===== src/rtl/ex_div_unit.sv =====
// ex_div_unit: iterative radix-2 RV32M divider (DIV/DIVU/REM/REMU) in EX.
// Define DIV_EARLY_OUT_EN to finish divide-by-zero and signed overflow in one cycle.
module ex_div_unit #(
  parameter int XLEN = 32
) (
  input  logic            clk,
  input  logic            rst,
  input  logic            StartE,
  input  logic [1:0]      FunctE,
  input  logic [XLEN-1:0] RD1E,
  input  logic [XLEN-1:0] RD2E,
  input  logic [4:0]      RDE,
  input  logic            FlushE,
  output logic            BusyE,
  output logic            DoneE,
  output logic [XLEN-1:0] ResultE,
  output logic [4:0]      RdOutE
);

  localparam int CW = $clog2(XLEN) + 1;

  typedef enum logic [1:0] {IDLE, CALC, DONE} state_t;

  state_t st, st_nx;

  logic [XLEN-1:0] q, rem, dvs, dvd;
  logic [CW-1:0]   cnt;
  logic            neg_a, neg_b, is_rem, dz_q, ov_q;
  logic [4:0]      rd_q;

  // Accept-time operand decode
  logic            sgn_op, na, nb, dz, ov, special, accept;
  logic [XLEN-1:0] abs_a, abs_b;

  always_comb begin
    sgn_op  = ~FunctE[0];
    na      = sgn_op & RD1E[XLEN-1];
    nb      = sgn_op & RD2E[XLEN-1];
    abs_a   = na ? -RD1E : RD1E;
    abs_b   = nb ? -RD2E : RD2E;
    dz      = (RD2E == '0);
    ov      = sgn_op & (RD1E == {1'b1, {(XLEN-1){1'b0}}})
                     & (RD2E == '1);
    special = dz | ov;
    accept  = (st == IDLE) & StartE & ~FlushE;
  end

  // One restoring shift-subtract step; rem is kept one bit wider
  // during the compare so large unsigned divisors cannot overflow.
  logic [XLEN:0]   rem_sh, diff;
  logic            ge;
  logic [XLEN-1:0] rem_nx, q_nx;

  always_comb begin
    rem_sh = {rem, q[XLEN-1]};
    diff   = rem_sh - {1'b0, dvs};
    ge     = (rem_sh >= {1'b0, dvs});
    rem_nx = ge ? diff[XLEN-1:0] : rem_sh[XLEN-1:0];
    q_nx   = {q[XLEN-2:0], ge};
  end

  // Sign fixup and special-case override
  function automatic logic [XLEN-1:0] fix(
    input logic [XLEN-1:0] qv,
    input logic [XLEN-1:0] rv,
    input logic [XLEN-1:0] a,
    input logic            sa,
    input logic            sb,
    input logic            rsel,
    input logic            z,
    input logic            o
  );
    logic [XLEN-1:0] r;
    unique case (1'b1)
      z:       r = rsel ? a : '1;
      o:       r = rsel ? '0 : a;
      default: r = rsel ? (sa ? -rv : rv)
                        : ((sa ^ sb) ? -qv : qv);
    endcase
    return r;
  endfunction

  // State register
  always_ff @(posedge clk) begin
    if (rst) st <= IDLE;
    else     st <= st_nx;
  end

  // Next-state logic
  always_comb begin
    st_nx = st;
    unique case (st)
      IDLE: if (accept) begin
`ifdef DIV_EARLY_OUT_EN
        st_nx = special ? DONE : CALC;
`else
        st_nx = CALC;
`endif
      end
      CALC: if (cnt == CW'(1)) st_nx = DONE;
      DONE: st_nx = IDLE;
      default: st_nx = IDLE;
    endcase
    if (FlushE) st_nx = IDLE;
  end

  // Output decode
  always_comb begin
    BusyE = accept | (st == CALC);
  end

  // Datapath, counter and registered result
  always_ff @(posedge clk) begin
    if (rst) begin
      q       <= '0;
      rem     <= '0;
      dvs     <= '0;
      dvd     <= '0;
      cnt     <= '0;
      neg_a   <= 1'b0;
      neg_b   <= 1'b0;
      is_rem  <= 1'b0;
      dz_q    <= 1'b0;
      ov_q    <= 1'b0;
      rd_q    <= '0;
      DoneE   <= 1'b0;
      ResultE <= '0;
      RdOutE  <= '0;
    end else begin
      DoneE <= 1'b0;
      if (!FlushE) begin
        unique case (st)
          IDLE: if (StartE) begin
            q      <= abs_a;
            rem    <= '0;
            dvs    <= abs_b;
            dvd    <= RD1E;
            neg_a  <= na;
            neg_b  <= nb;
            is_rem <= FunctE[1];
            dz_q   <= dz;
            ov_q   <= ov;
            rd_q   <= RDE;
            cnt    <= CW'(XLEN);
`ifdef DIV_EARLY_OUT_EN
            if (special) begin
              DoneE   <= 1'b1;
              ResultE <= fix('0, '0, RD1E, na, nb,
                             FunctE[1], dz, ov);
              RdOutE  <= RDE;
            end
`endif
          end
          CALC: begin
            q   <= q_nx;
            rem <= rem_nx;
            cnt <= cnt - CW'(1);
            if (cnt == CW'(1)) begin
              DoneE   <= 1'b1;
              ResultE <= fix(q_nx, rem_nx, dvd, neg_a,
                             neg_b, is_rem, dz_q, ov_q);
              RdOutE  <= rd_q;
            end
          end
          default: ;
        endcase
      end
    end
  end

endmodule


===== config.mk =====
export PLATFORM = sky130hd
export DESIGN_NAME = ex_div_unit
export DESIGN_NICKNAME = d
export VERILOG_FILES = /design/src/rtl/ex_div_unit.sv
export SDC_FILE = /design/constraint.sdc
export NUM_CORES = 1
export LEC_CHECK = 0
export ABC_AREA = 1
export CORE_UTILIZATION = 55
export DETAILED_ROUTE_END_ITERATION = 7
export PLACE_DENSITY = 0.76
export SLEW_MARGIN = 5
export SYNTH_ARGS = -nofsm -noshare
export SYNTH_HDL_FRONTEND = slang
export SYNTH_SLANG_ARGS = --single-unit

===== constraint.sdc =====
create_clock -name clk -period 5.4 [get_ports clk]
set_input_delay 0.54 -clock clk [delete_from_list [all_inputs] [get_ports clk]]
set_output_delay 0.54 -clock clk [all_outputs]
set_load 0.05 [all_outputs]

==> metrics.cfg <==
[status]
outcome=finished clean

[critical_path]
setup.worst_path.start_class=flip-flop
cpMostUsedCell=nand2_1
path_buf_inv=4
required_ns=5.78
cp.arrival_ns=5.26
path_class=reg -> reg
cpPeakStageDelay_ns=0.34
endpoint_kind=flip-flop
crit_path_top_delay_cell=ha_1
crit_fanout=45
critPathTopFamily=simple AND/OR/NAND/NOR gates

[cts]
root_buffer=clkbuf_16
insertion_delay_ns=0.46
cts.path.max_buffers=2
cts_tree=yes
cts_hold_buf=0
htreeDepth=4
cts.sinks=184
clkTransAtPathRegs_ns=0.09
cts_buffers=17

[timing]
finClkSkew_ns=0.02194
hold_violations=0
max_freq_ghz=0.2049
fin_ws_ns=0.5201
period_share_pct=90.37
setup_viol=0
slew-limit-headroom_pct=32.85
rsz0062_at_grt=no
hold_ws_ns=0.4642
period_needed_ns=4.880
drv_slew=0
finalSetupTns_ns=0
tightest_slew_ns=1.007

[route]
wl_per_cell_um=18.54
first_pass_iters=8
routed_via_density=5.810
drc=0
ant_nets=0
drt_iter0_markers=1807
wl_um=49680
vias=15570

[grt]
grt_use_total_pct=38.79
grt_overflow=0
grt_pass1_wl_um=77290
grt_pass1_vias=14160
antenna_found_initial=0
grt_max_degree=91

[synthesis]
syn_avg_cell_area_um2=5.987
synth-seq-area-share_pct=26.93
syn_inst=2285
ys_seq_elements=184
synth_area_um2=13680
synth_cell_types=52
synth_nets=2400
ys_warn_count=0

[layout]
n_fill_cell=2396
layout_commonest_cell=nand2_1
multi_input_area_um2=8461
final_cell_mix=nand2_1, inv_1, a21oi_1
nets=2458
design_area_um2=15630
layout-drive-gt1-share_pct=5.857
antenna_cells=0
seq_area_um2=3684
area_growth_pct=14.22

[pwr]
p_total_mw=3.767
ir_worst_vdd_uv=171.2
power_leakage_nw=7.584
p_per_area_nw_per_um2=241.1

[placed_design]
place_area_um2=14970
pre_cts_slack_ns=0.6275
io_buffers=113
place_hpwl_um=36910
gp_congestion=1.013

[die]
die-area_um2=25510
core_um2=24390
core.rowCount=57
start_util_pct=56.09
io_pins=114
die_height_um=159.7
die_width_um=159.7

[hold_path]
hp-class=reg -> reg

[run]
maxCapViolCount=0

==> layout make-up <==
cell class,instances,share of cell area [%]
inverter,309,7.423
timing repair buffer,134,8.295
clock buffer,17,2.722
clock inverter,15,1.249
sequential,184,23.57
multi-input combinational,1697,54.14
tap,324,2.594
==> flip-flops by register name, summed over array words and instances (netlist names) <==
name,cells
ResultE,32
dvd,32
dvs,32
q,32
rem,32
cnt,6
RdOutE,5
rd_q,5
st,2
DoneE,1
dz_q,1
is_rem,1
neg_a,1
neg_b,1
ov_q,1
==> timing repair <==
action                                 in CTS  in global routing
buffers inserted                            0                  2
resized for setup                           0                  1
setup endpoints to repair                   0                  3
endpoints found under the hold margin       0                  0
==> per-layer routing <==
metal | vias to the layer above | GRT usage [%] | share of wire [%]
li1 | 7512 | - | -
met1 | 7154 | 53.98 | 44
met2 | 797 | 58.28 | 42
met3 | 109 | 9.325 | 11
met4 | 0 | 13.29 | 3.0
met5 | - | 0 | 0
==> through the flow <==
step	instances	util (%)
6_report	2680	64.07
5_1_grt	2680	64.07
4_1_cts	2677	63.92
3_5_place_dp	2645	61.38
3_3_place_gp	2645	61.38
2_1_floorplan	2285	-
==> power by group <==
group / internal, mW / total (mW) / switching, mW / leakage (nW)
registers: 1.42 / 1.46 / 0.0481 / 1.50
logic: 0.313 / 0.962 / 0.649 / 5.79
clock network: 0.639 / 1.34 / 0.703 / 0.295
==> kinds of logic after synthesis <==
| group | Yosys count | synth area share, % |
|---|---|---|
| AOI/OAI and AO/OA | 491 | 18.75 |
| xor gates and xnor gates | 68 | 4.353 |
| adders and majority gates | 40 | 3.713 |
| buffers and inverters | 405 | 11.54 |
| DFF | 184 | 26.93 |
| and+or+nand+nor | 1097 | 34.72 |
==> final timing paths <==
kind         slack (ns)  cells past startpoint                        to                  from
min                0.46                      2    RdOutE[4]$_SDFFE_PP0P_  rd_q[4]$_SDFFE_PP0P_
max reg2reg        0.52                     31  ResultE[28]$_SDFFE_PP0P_   dvs[7]$_SDFFE_PP0P_
min reg2reg        0.46                      2    RdOutE[4]$_SDFFE_PP0P_  rd_q[4]$_SDFFE_PP0P_
max                0.52                     31  ResultE[28]$_SDFFE_PP0P_   dvs[7]$_SDFFE_PP0P_
==> cell usage after synthesis (all sizes together) <==
cell	count	area share, %
o22ai	8	0.37
buf	24	1.1
o31ai	3	0.16
nor3b	1	0.055
nor4	8	0.48
and2	4	0.18
clkbuf	72	2.0
nor2	221	6.7
xnor2	11	0.70
or2	6	0.27
o211ai	7	0.38
a21oi	240	8.9
o21ai	213	7.8
a21o	1	0.055
and3	1	0.046
nand3	153	5.7
xor2	57	3.6
nand3b	10	0.55
o21bai	3	0.16
nor3	32	1.3
a221oi	5	0.32
nand4	32	1.5
o311ai	1	0.064
dfxtp	184	27
fa	1	0.15
o221ai	3	0.19
inv	306	8.4
ha	39	3.6
clkinv	3	0.082
nand2	629	18
o32ai	2	0.13
a31oi	5	0.23
==> worst min-delay path, stage by stage (launching register included) <==
cell and delay [ns]:
dfxtp_1 0.31, inv_1 0.06, a21oi_1 0.05
Power figures use the tool's default switching activity.
